[src/rtl/lcb_responder.sv]
`default_nettype none
// ============================================================================
// Module   : lcb_responder
// Brief    : RS485 poll-link slave. Receives a 4-byte 8N1 request, then returns
//            N register-file bytes plus an XOR checksum over the same line.
// Revision : 1.0 - initial release
// ============================================================================
module lcb_responder #(
  parameter logic [7:0] MY_ADDR    = 8'h01,
  parameter int         BIT_TICKS  = 16,
  parameter int         MAX_RSP    = 32,
  parameter int         TURN_BITS  = 2,
  parameter int         GUARD_BITS = 1,
  parameter int         GAP_BITS   = 20
) (
  input  logic       clk,
  input  logic       rst,
  input  logic       rx,
  output logic       tx,
  output logic       dirTX,
  output logic       dirRX,
  output logic [7:0] rdAddr,
  output logic       rdEn,
  input  logic [7:0] rdData,
  output logic       rqValid,
  output logic       errFrame,
  output logic       busy
);

  localparam int TURN_CYC  = TURN_BITS * BIT_TICKS;
  localparam int GUARD_CYC = GUARD_BITS * BIT_TICKS;
  localparam int GAP_CYC   = GAP_BITS * BIT_TICKS;
  localparam int TW        = $clog2(BIT_TICKS);
  localparam int SW        = $clog2(TURN_CYC + GUARD_CYC + 1);
  localparam int GW        = $clog2(GAP_CYC + 1);

  localparam logic [TW-1:0] c_BIT_LAST   = TW'(BIT_TICKS - 1);
  localparam logic [TW-1:0] c_HALF_LAST  = TW'(BIT_TICKS / 2 - 1);
  localparam logic [SW-1:0] c_TURN_LAST  = SW'(TURN_CYC - 1);
  localparam logic [SW-1:0] c_GUARD_LAST = SW'(GUARD_CYC - 1);
  localparam logic [GW-1:0] c_GAP_LIM    = GW'(GAP_CYC);
  localparam logic [7:0]    c_MAX_N      = 8'(MAX_RSP);

  typedef enum logic [2:0] {S_IDLE, S_TURN, S_LOAD, S_LATCH, S_SEND, S_GUARD} state_t;
  typedef enum logic [1:0] {RX_HUNT, RX_START, RX_DATA, RX_STOP} rxState_t;

  state_t        r_state;
  rxState_t      r_rxState;
  logic          r_rxMeta, r_rxSync, r_rxPrev;
  logic [TW-1:0] r_rxTick;
  logic [2:0]    r_rxBitCnt;
  logic [7:0]    r_rxShift;
  logic          r_rxValid, r_rxErr;
  logic [1:0]    r_byteCnt;
  logic [7:0]    r_b0, r_b1, r_b2;
  logic [GW-1:0] r_gapCnt;
  logic [SW-1:0] r_cnt;
  logic [7:0]    r_start, r_n, r_idx, r_xor;
  logic [8:0]    r_txFrame;
  logic [TW-1:0] r_txTick;
  logic [3:0]    r_txBitCnt;
  logic          r_sendChk;
  logic          r_dir;

  logic w_stopSample, w_csumOk, w_countOk;

  assign w_stopSample = (r_state == S_IDLE) && (r_rxState == RX_STOP) && (r_rxTick == c_BIT_LAST);
  assign w_csumOk     = (r_rxShift == (r_b0 ^ r_b1 ^ r_b2));
  assign w_countOk    = (r_b2 != 8'd0) && (r_b2 <= c_MAX_N);

  assign dirTX = r_dir;
  assign dirRX = r_dir;

  always_ff @(posedge clk) begin
    if (!rst) begin
      r_rxMeta   <= 1'b1;
      r_rxSync   <= 1'b1;
      r_rxPrev   <= 1'b1;
      r_rxState  <= RX_HUNT;
      r_rxTick   <= '0;
      r_rxBitCnt <= 3'd0;
      r_rxShift  <= 8'd0;
      r_rxValid  <= 1'b0;
      r_rxErr    <= 1'b0;
      r_byteCnt  <= 2'd0;
      r_b0       <= 8'd0;
      r_b1       <= 8'd0;
      r_b2       <= 8'd0;
      r_gapCnt   <= '0;
      r_state    <= S_IDLE;
      r_cnt      <= '0;
      r_start    <= 8'd0;
      r_n        <= 8'd0;
      r_idx      <= 8'd0;
      r_xor      <= 8'd0;
      r_txFrame  <= 9'h1FF;
      r_txTick   <= '0;
      r_txBitCnt <= 4'd0;
      r_sendChk  <= 1'b0;
      r_dir      <= 1'b0;
      tx         <= 1'b1;
      rdAddr     <= 8'd0;
      rdEn       <= 1'b0;
      rqValid    <= 1'b0;
      errFrame   <= 1'b0;
      busy       <= 1'b0;
    end else begin
      r_rxMeta  <= rx;
      r_rxSync  <= r_rxMeta;
      r_rxPrev  <= r_rxSync;
      r_rxValid <= 1'b0;
      r_rxErr   <= 1'b0;
      rqValid   <= 1'b0;
      errFrame  <= 1'b0;
      rdEn      <= 1'b0;

      // The line is ours while responding, so the receiver only runs in IDLE.
      if (r_state != S_IDLE) begin
        r_rxState <= RX_HUNT;
      end else begin
        case (r_rxState)
          RX_HUNT: begin
            if (r_rxPrev && !r_rxSync) begin
              r_rxState <= RX_START;
              r_rxTick  <= '0;
            end
          end
          RX_START: begin
            if (r_rxTick == c_HALF_LAST) begin
              r_rxTick   <= '0;
              r_rxBitCnt <= 3'd0;
              r_rxState  <= r_rxSync ? RX_HUNT : RX_DATA;
            end else begin
              r_rxTick <= r_rxTick + TW'(1);
            end
          end
          RX_DATA: begin
            if (r_rxTick == c_BIT_LAST) begin
              r_rxTick   <= '0;
              r_rxShift  <= {r_rxSync, r_rxShift[7:1]};
              r_rxBitCnt <= r_rxBitCnt + 3'd1;
              if (r_rxBitCnt == 3'd7) r_rxState <= RX_STOP;
            end else begin
              r_rxTick <= r_rxTick + TW'(1);
            end
          end
          RX_STOP: begin
            if (r_rxTick == c_BIT_LAST) begin
              r_rxTick  <= '0;
              r_rxState <= RX_HUNT;
              r_rxValid <= r_rxSync;
              r_rxErr   <= !r_rxSync;
            end else begin
              r_rxTick <= r_rxTick + TW'(1);
            end
          end
          default: r_rxState <= RX_HUNT;
        endcase
      end

      case (r_state)
        S_IDLE: begin
          if (r_rxErr) begin
            errFrame  <= 1'b1;
            r_byteCnt <= 2'd0;
          end else if (r_rxValid) begin
            case (r_byteCnt)
              2'd0: r_b0 <= r_rxShift;
              2'd1: r_b1 <= r_rxShift;
              2'd2: r_b2 <= r_rxShift;
              default: begin
                // Frames for other addresses are dropped without complaint.
                if (r_b0 == MY_ADDR) begin
                  if (w_csumOk && w_countOk) begin
                    rqValid   <= 1'b1;
                    busy      <= 1'b1;
                    r_state   <= S_TURN;
                    r_cnt     <= '0;
                    r_idx     <= 8'd0;
                    r_xor     <= 8'd0;
                    r_sendChk <= 1'b0;
                    r_start   <= r_b1;
                    r_n       <= r_b2;
                  end else begin
                    errFrame <= 1'b1;
                  end
                end
              end
            endcase
            r_byteCnt <= r_byteCnt + 2'd1;
          end else if ((r_byteCnt != 2'd0) && (r_gapCnt == c_GAP_LIM)) begin
            errFrame  <= 1'b1;
            r_byteCnt <= 2'd0;
          end

          if (w_stopSample || (r_byteCnt == 2'd0)) begin
            r_gapCnt <= '0;
          end else if (r_gapCnt != c_GAP_LIM) begin
            r_gapCnt <= r_gapCnt + GW'(1);
          end
        end

        S_TURN: begin
          if (r_cnt == c_TURN_LAST) begin
            r_state <= S_LOAD;
            rdEn    <= 1'b1;
            rdAddr  <= r_start + r_idx;
          end else begin
            r_cnt <= r_cnt + SW'(1);
          end
        end

        S_LOAD: begin
          r_dir   <= 1'b1;
          r_state <= S_LATCH;
        end

        S_LATCH: begin
          r_txFrame  <= {1'b1, rdData};
          r_xor      <= r_xor ^ rdData;
          tx         <= 1'b0;
          r_txTick   <= '0;
          r_txBitCnt <= 4'd0;
          r_state    <= S_SEND;
        end

        S_SEND: begin
          if (r_txTick != c_BIT_LAST) begin
            r_txTick <= r_txTick + TW'(1);
          end else begin
            r_txTick <= '0;
            if (r_txBitCnt != 4'd9) begin
              tx         <= r_txFrame[0];
              r_txFrame  <= {1'b1, r_txFrame[8:1]};
              r_txBitCnt <= r_txBitCnt + 4'd1;
            end else if (r_sendChk) begin
              r_state <= S_GUARD;
              r_cnt   <= '0;
            end else if (r_idx != (r_n - 8'd1)) begin
              r_idx   <= r_idx + 8'd1;
              rdEn    <= 1'b1;
              rdAddr  <= r_start + r_idx + 8'd1;
              r_state <= S_LOAD;
            end else begin
              // Checksum follows the last data byte back-to-back.
              r_sendChk  <= 1'b1;
              r_txFrame  <= {1'b1, r_xor};
              tx         <= 1'b0;
              r_txBitCnt <= 4'd0;
            end
          end
        end

        S_GUARD: begin
          if (r_cnt == c_GUARD_LAST) begin
            r_dir     <= 1'b0;
            busy      <= 1'b0;
            r_state   <= S_IDLE;
            r_byteCnt <= 2'd0;
            r_gapCnt  <= '0;
          end else begin
            r_cnt <= r_cnt + SW'(1);
          end
        end

        default: r_state <= S_IDLE;
      endcase
    end
  end

endmodule
`default_nettype wire

[config.mk]
export PLATFORM = sky130hd
export DESIGN_NAME = lcb_responder
export DESIGN_NICKNAME = d
export VERILOG_FILES = /design/src/rtl/lcb_responder.sv
export SDC_FILE = /design/constraint.sdc
export NUM_CORES = 1
export LEC_CHECK = 0
export CAP_MARGIN = 20
export CORE_ASPECT_RATIO = 2
export CORE_MARGIN = 2
export CORE_UTILIZATION = 45
export CTS_CLUSTER_SIZE = 28
export DETAILED_ROUTE_END_ITERATION = 8
export GPL_TIMING_DRIVEN = 0
export PLACE_DENSITY = 0.7
export SYNTH_ARGS = -nofsm -noshare
export SYNTH_HDL_FRONTEND = slang
export SYNTH_SLANG_ARGS = --single-unit
[constraint.sdc]
create_clock -name clk -period 5.2 [get_ports clk]
set_input_delay 1.04 -clock clk [delete_from_list [all_inputs] [get_ports clk]]
set_output_delay 1.04 -clock clk [all_outputs]
set_load 0.005 [all_outputs]
==> results by group, run 1 <==
Run
  • Max-cap violation count: 0

Synth
  • EDFF count, synth: 0
  • Simple-Gate Fraction of Synth Area: 0.244
  • Distinct cells, synth: 66
  • Compound-Gate Fraction of Synth Area: 0.170
  • Main synth FF type: dfxtp_1
  • Net Count, Synth: 843
  • Area share of fa/ha/maj cells after synthesis: 0.0559
  • Synth Register Bits: 129
  • Cell Area, Synth: 6630 sq um
  • Synth Area in XOR/XNOR: 0.0766
  • Largest family of logic cells by synthesized area: simple AND/OR/NAND/NOR gates
  • Mean Syn Cell Area: 8.26 sq um
  • Post-synthesis mux area share: 0.0304
  • Register area share after synthesis: 0.390
  • Yosys warns: 0
  • Post-synth ARST share: 0
  • Cells after Synth: 803

Die
  • Die area: 15800 sq um
  • Rows: 62
  • # IOs: 26
  • Die Span Y: 176 um
  • Core area: 14400 sq um
  • Die width: 89.8 um
  • Initial Util: 0.462

Clocking
  • # resized after CTS: 0
  • Worst-path clk slew: 0.06 ns
  • Clock Latency Late Sink: 0.43 ns
  • CTS Buffer Depth: 2
  • H-tree levels: 4
  • # hold bufs at CTS: 0
  • Setup bufs post-CTS: 0
  • CTS tree: built
  • Clock sink total: 129
  • Clock Tree Root: clkbuf_16
  • Num CTS Buffers: 17

Worst hold path
  • Hold path endpoint: r_rxSync$_SDFF_PN1_
  • Worst Hold Class: reg -> reg
  • Worst hold path startpoint: r_rxMeta$_SDFF_PN1_
  • Hold Path Stages: 1

Global routing
  • Overall global routing resource usage: 0.228
  • Antenna violations before repair: 0
  • GRT overflow: 0
  • Largest net degree at the start of global routing: 17
  • Number of global-route vias before repair: 5859
  • First-pass GRT wire length: 28400 um

Worst setup path
  • Required time of the critical path: 5.54 ns
  • Nature of the critical path endpoint: flop
  • Crit path DAT: 3.51 ns
  • FF-to-FF End: r_start[1]$_SDFFE_PN0P_
  • Setup CP Type: reg -> reg
  • FF-to-FF path depth: 8
  • Launch point of the worst reg-to-reg path: r_b0[4]$_SDFFE_PN0P_
  • FF-to-FF setup slack: 2.04 ns
  • CP max FO: 10
  • Startpoint Class: flop

Power and ir drop
  • Leak: 2.87 nW
  • Switch share: 0.295
  • PwrDens: 372 nW/um^2
  • Switching pwr: 0.852 mW
  • Clk network pwr share: 0.451
  • Flop pwr share: 0.363
  • Max IR drop VDD: 0.305 mV
  • P_int: 2.03 mW
  • Combinational Power Share: 0.186

Route
  • DR pass1 iterations: 7
  • WL final: 17500 um
  • Antenna-violating nets left: 0
  • Routed via count: 5874
  • Initial DRC Count: 279
  • Routed len/inst: 16.6 um
  • Post-DR vias/cell: 5.59
  • Drc violations: 0

STA
  • Post-Route Skew: 0.00868 ns
  • Slew Viols, Final: 0
  • Final worst path period share: 0.608
  • Worst-margin pin slew: 0.828 ns
  • Final setup fails: 0
  • Final min period: 3.16 ns
  • Setup TNS: 0 ns
  • Slew margin rel.: 0.446
  • RSZ-0062 raised after global routing: false
  • F_max: 0.316 GHz
  • Post-layout worst setup margin: 2.04 ns
  • Fin. Hold Viols: 0

Status
  • Run status: finished, final reports clean

Placed design
  • Setup WS pre-CTS: 2.20 ns
  • Area post-placement: 7110 sq um
  • Placed Cells incl. Taps: 1019
  • Number of port buffers: 24
  • Post-DP HPWL: 13300 um
  • GPL Wtd Cong: 0.896

Cells and area
  • Final Instance Area: 7760 sq um
  • Nets: 886
  • Share of layout cells above drive strength 1: 0.0629
  • Layout area overhead: 17.0%
  • Non-Filler Instances: 1051
  • Ant. Diodes: 0
  • Final Util: 0.541
[final cells by class]
type,count,area (sq um)
fillers,1346,6590
multi-input cells,618,3830
flip-flops and latches,129,2580
clock buffers,21,470
repair buffers,24,240
well taps,192,240
clock inverters,11,178
plain buffers,36,146
inverters,20,75.1
[worst max-delay path by stage]
stage,start,end,depth (start not counted)
floorplan,r_n[0]$_SDFFE_PN0P_,r_state[2]$_SDFFE_PN0P_,9
detailed placement,r_b0[4]$_SDFFE_PN0P_,r_start[1]$_SDFFE_PN0P_,8
global route,r_b0[0]$_SDFFE_PN0P_,r_start[1]$_SDFFE_PN0P_,8
global placement,r_b0[4]$_SDFFE_PN0P_,r_start[1]$_SDFFE_PN0P_,8
finish,r_b0[4]$_SDFFE_PN0P_,r_start[1]$_SDFFE_PN0P_,8
CTS,r_b0[4]$_SDFFE_PN0P_,r_start[1]$_SDFFE_PN0P_,8
[Yosys cell counts (4+ instances only)]
master / n / area, sq um
nand2_1: 98 / 368
nand3b_1: 4 / 30.0
nor3_1: 31 / 155
xnor2_1: 33 / 289
dfxtp_1: 129 / 2580
nor4b_1: 4 / 35.0
nor3b_1: 5 / 37.5
a311oi_1: 4 / 35.0
nand2b_1: 9 / 56.3
o211ai_1: 7 / 52.6
inv_1: 19 / 71.3
mux2i_1: 19 / 190
ha_1: 28 / 350
o21ai_0: 29 / 145
a211o_1: 8 / 70.1
nor2_1: 87 / 327
nand3_1: 36 / 180
clkbuf_1: 31 / 116
or3_1: 7 / 43.8
o21a_1: 8 / 60.1
a211oi_1: 12 / 90.1
a21oi_1: 67 / 335
a22oi_1: 6 / 45.0
nor2b_1: 9 / 56.3
xor2_1: 25 / 219
a31oi_1: 11 / 68.8
nand4_1: 8 / 50.1
and3_1: 14 / 87.6
[flip-flops by register name (all words and copies together) (netlist names), 2 cells and up, named ones only]
| register | count |
|---|---|
| r_b0 | 8 |
| r_b1 | 8 |
| r_b2 | 8 |
| r_byteCnt | 2 |
| r_cnt | 6 |
| r_gapCnt | 9 |
| r_idx | 8 |
| r_n | 8 |
| r_rxBitCnt | 3 |
| r_rxShift | 8 |
| r_rxTick | 4 |
| r_start | 8 |
| r_state | 3 |
| r_txBitCnt | 4 |
| r_txFrame | 8 |
| r_txTick | 4 |
| r_xor | 8 |
| rdAddr | 8 |
[cells in the final DEF, fill, tap and decap left out, types with 5 or more instances in the layout]
cell type and instances:
clkbuf_16 17, inv_1 19, nor2b_1 9, mux2i_1 19, a31oi_1 11, a21oi_1 67, nor3_1 31, clkdlybuf4s50_1 24
a22oi_1 6, nor3b_1 5, or3_1 7, ha_1 28, nor2_1 87, clkbuf_1 32, nand2_1 98, and3_1 14
a211o_1 8, dfxtp_1 129, xnor2_1 33, o21a_1 8, nand4_1 8, xor2_1 25, o21ai_0 29, o211ai_1 7
nand3_1 36, a211oi_1 12, nand2b_1 9
[layer usage]
layer,up-vias,part of all wire,global-route usage
met2,130,0.55,0.441
met3,58,0.032,0.0365
met4,0,0.056,0.163
met1,2762,0.36,0.211
li1,2924,-,-
met5,-,0,0
[logic make-up after synthesis]
group           count (synthesis)
simple gates                  335
compound gates                176
flops                         129
xor+xnor                       58
buf+inv                        56
fa+ha+maj                      29
mux                            20
[per-stage QoR]
stage / total power [mW] / hold slack, ns
after global placement: 1.60 / 0.389
after floorplan: 1.44 / 0.386
final: 2.89 / 0.407
after global routing: 3.01 / 0.438
after detailed placement: 1.60 / 0.398
after CTS: 2.90 / 0.411
[worst max-delay path: stages, from the launching register on]
cell	delay (ns)
dfxtp_1	0.33
nor4b_1	0.61
nand3_1	0.25
nor3_1	0.26
nor4b_2	0.73
buf_2	0.36
buf_2	0.27
nand2_1	0.12
a21oi_1	0.15
[power by group through the flow]
stage	Sequential, mW	Clock (mW)	Combinational (mW)
after floorplan	1.06	0	0.379
after global placement	1.07	0	0.527
after detailed placement	1.07	0	0.533
after CTS	1.05	1.31	0.536
after global routing	1.05	1.36	0.595
final	1.05	1.30	0.538
Power figures use the tool's default switching activity.
==> inputs of run 2 (changes only) <==
clock period = 3.25 ns   (was 5.2 ns; I/O delays follow)
==> results of run 2 <==
The final DEF is identical to that of run 1. Status: finished, final reports clean.
Among the figures that moved: setup slack after placement 2.20 ns -> 0.246 ns; setup slack after layout 2.04 ns -> 0.0873 ns; register-to-register setup slack 2.04 ns -> 0.09 ns; total power 2.89 mW -> 4.62 mW; worst IR drop on VDD 0.305 mV -> 0.487 mV
==> inputs of run 3 (changes only) <==
ABC_AREA = 1   (was unset)
CTS_BUF_LIST = sky130_fd_sc_hd__clkbuf_4 sky130_fd_sc_hd__clkbuf_8   (was unset)
GPL_ROUTABILITY_DRIVEN = 0   (was unset)
==> results by group, run 3 <==
Route
  • DR pass1 iterations: 5 (-2)
  • Routed len/inst: 14.5 um (-13%)
  • Routed via count: 6741 (+15%)
  • Antenna-violating nets left: 0 (unchanged)
  • Initial DRC Count: 347 (+24%)
  • Drc violations: 0 (unchanged)
  • WL final: 18400 um (+5.3%)
  • Post-DR vias/cell: 5.32 (-4.9%)

STA
  • Post-Route Skew: 0.0148 ns (+0.00610 ns)
  • Final worst path period share: 0.724
  • Hold Slack: 0.414 ns (+0.00741 ns)
  • Worst-margin pin slew: 0.733 ns (-0.0951 ns)
  • Setup TNS: 0 ns (unchanged)
  • Slew Viols, Final: 0 (unchanged)
  • RSZ-0062 raised after global routing: false
  • F_max: 0.425 GHz (+34%)
  • Final min period: 2.35 ns
  • Slew margin rel.: 0.509 (+0.0622)
  • Final setup fails: 0 (unchanged)
  • Fin. Hold Viols: 0 (unchanged)

Synth
  • Cell Area, Synth: 7090 sq um (+6.9%)
  • Mean Syn Cell Area: 7.00 sq um (-15%)
  • Cells after Synth: 1013 (+26%)
  • Top cells by count, synth: 232 x nand2_1, 129 x dfxtp_1, 113 x a21oi_1
  • Yosys warns: 0 (unchanged)
  • Synth top area share: 0.364 (-0.0252)
  • Post-synth ARST share: 0 (unchanged)
  • Register area share after synthesis: 0.364 (-0.0252)
  • EDFF count, synth: 0 (unchanged)
  • Largest area contributor in the netlist: dfxtp_1
  • Main synth FF type: dfxtp_1
  • Most common cell in the netlist: nand2_1
  • Net Count, Synth: 1053 (+25%)
  • Synth Register Bits: 129 (unchanged)
  • Top cells by area, synth: dfxtp_1 36%, nand2_1 12%, a21oi_1 8.0%, nand3_1 5.4%, inv_1 5.1%
  • Distinct cells, synth: 50 (-24%)

Cells and area
  • Ant. Diodes: 0 (unchanged)
  • Share of layout cells above drive strength 1: 0.103 (+0.0399)
  • Top reg by flops: r_gapCnt
  • Nets: 1097 (+24%)
  • Multi-input logic area: 3890 sq um (+1.7%)
  • Number of flip-flops under the largest register name: 9 (unchanged)
  • Leading cell types in the layout, fill and taps excluded: 232 x nand2_1, 129 x dfxtp_1, 113 x a21oi_1, 96 x inv_1, 87 x nor2_1
  • Commonest non-fill, non-tap cell in the layout: nand2_1
  • Register Area: 2580 sq um (unchanged)
  • Fill cells: 1587 (+18%)
  • Layout area overhead: 12.4%

Power and ir drop
  • Combinational Power Share: 0.064 (-0.122)
  • P_int: 2.29 mW
  • Leak: 3.37 nW (+18%)
  • Max IR drop VDD: 0.451 mV
  • Clk network pwr share: 0.425 (-0.026)
  • Switching pwr: 0.847 mW
  • Flop pwr share: 0.511 (+0.148)
  • Power Total: 3.14 mW
  • PwrDens: 394 nW/um^2
  • Switch share: 0.270

Global routing
  • Largest net degree at the start of global routing: 17 (unchanged)
  • Overall global routing resource usage: 0.223 (-0.00440)
  • Number of global-route vias before repair: 6207 (+5.9%)
  • Antenna violations before repair: 0 (unchanged)
  • GRT overflow: 0 (unchanged)
  • First-pass GRT wire length: 29400 um (+3.5%)

Worst setup path
  • Required time of the critical path: 3.59 ns
  • Setup CP Type: reg -> reg
  • Nature of the critical path endpoint: flop
  • Crit path DAT: 2.69 ns (-0.82 ns)
  • Startpoint Class: flop
  • CP max FO: 10 (unchanged)

Die
  • # IOs: 26 (unchanged)
  • Rows: 64 (+3.2%)
  • Initial Util: 0.461 (-0.000969)
  • Die width: 92.7 um (+3.2%)
  • Core area: 15400 sq um (+7.1%)
  • Die area: 16800 sq um (+6.7%)
  • Die Span Y: 181 um (+3.3%)

Clocking
  • CTS tree: built
  • # resized after CTS: 0 (unchanged)
  • Clock Tree Root: clkbuf_8
  • H-tree levels: 4 (unchanged)
  • Num CTS Buffers: 17 (unchanged)
  • # hold bufs at CTS: 0 (unchanged)
  • Setup bufs post-CTS: 0 (unchanged)
  • Worst-path clk slew: 0.09 ns (+0.03 ns)
  • Clock sink total: 129 (unchanged)
  • CTS Buffer Depth: 2 (unchanged)
  • Clock Latency Late Sink: 0.46 ns (+0.03 ns)

Status
  • Run status: finished, final reports clean

Placed design
  • Number of port buffers: 25 (+4.2%)
  • Post-DP HPWL: 14100 um (+6.2%)

Run
  • Max-cap violation count: 0 (unchanged)

Worst hold path
  • Worst Hold Class: reg -> reg
==> run 3: cell types whose count changed after synthesis, moves of 19 or more <==
cell,change
o21ai_1,+27
inv_2,+27
inv_1,+77
nand3_1,+40
o21ai_0,+20
a21oi_1,+46
xnor2_1,-24
mux2i_1,-19
nand2_1,+134
==> run 3: cells by family after synthesis <==
family          Yosys count  share of synthesized area
buf+inv                 151                     0.0867
xor+xnor                 29                     0.0358
flops                   129                      0.364
fa+ha+maj                29                     0.0523
simple gates            466                      0.303
compound gates          209                      0.157
==> run 3: final cells by class <==
class,count,share of cell area
buffer,25,0.0168
clock buffer,18,0.0311
clock inverter,14,0.0165
inverter,126,0.0603
multi-input combinational,733,0.489
sequential,129,0.324
tap,198,0.0311
timing repair buffer,25,0.0314
==> run 3: path summary, 6_finish.rpt <==
path                                             endpoint                start  slack (ns)  cells after the start
worst max-delay path            r_txFrame[5]$_SDFFE_PN1P_  r_n[0]$_SDFFE_PN0P_        0.90                     15
worst min-delay path                  r_rxSync$_SDFF_PN1_  r_rxMeta$_SDFF_PN1_        0.41                      1
worst min register to register        r_rxSync$_SDFF_PN1_  r_rxMeta$_SDFF_PN1_        0.41                      1
worst max register to register  r_txFrame[5]$_SDFFE_PN1P_  r_n[0]$_SDFFE_PN0P_        0.90                     15
==> run 3: stage by stage <==
stage | worst slack, ns | utilization | instances | cell area [sq um]
finish | 0.897 | 0.518 | 1268 | 7970
global route | 0.707 | 0.518 | 1268 | 7970
CTS | 0.948 | 0.518 | 1268 | 7970
detailed placement | 0.469 | 0.493 | 1236 | 7590
global placement | 0.509 | 0.493 | 1236 | 7590
floorplan | 1.26 | - | 1013 | 7090
==> run 3: critical path, cell delays in order, from the launching register on <==
cell     delay [ns]
dfxtp_1        0.47
inv_2          0.09
ha_1           0.27
nand2_1        0.11
nand2_1        0.06
nand2_1        0.05
nand2_1        0.05
inv_2          0.04
nand3_1        0.06
nor2_1         0.22
nand3_1        0.16
nand3_2        0.15
nand2_4        0.09
buf_6          0.16
a21oi_1        0.16
o21ai_1        0.10
==> run 3: power groups by stage <==
stage / clock, mW / sequential, mW / combinational, mW
2_1_floorplan: 0 / 1.64 / 0.136
3_3_place_gp: 0 / 1.64 / 0.199
3_5_place_dp: 0 / 1.64 / 0.199
4_1_cts: 1.36 / 1.60 / 0.200
5_1_grt: 1.43 / 1.60 / 0.223
6_report: 1.34 / 1.60 / 0.201
==> run 3: routing by layer <==
metal | wire length, um | share of wire | global-route usage
met5 | 0 | 0 | 0
met4 | 849 | 0.046 | 0.129
met3 | 516 | 0.028 | 0.0373
met2 | 10100 | 0.55 | 0.431
met1 | 6910 | 0.38 | 0.215
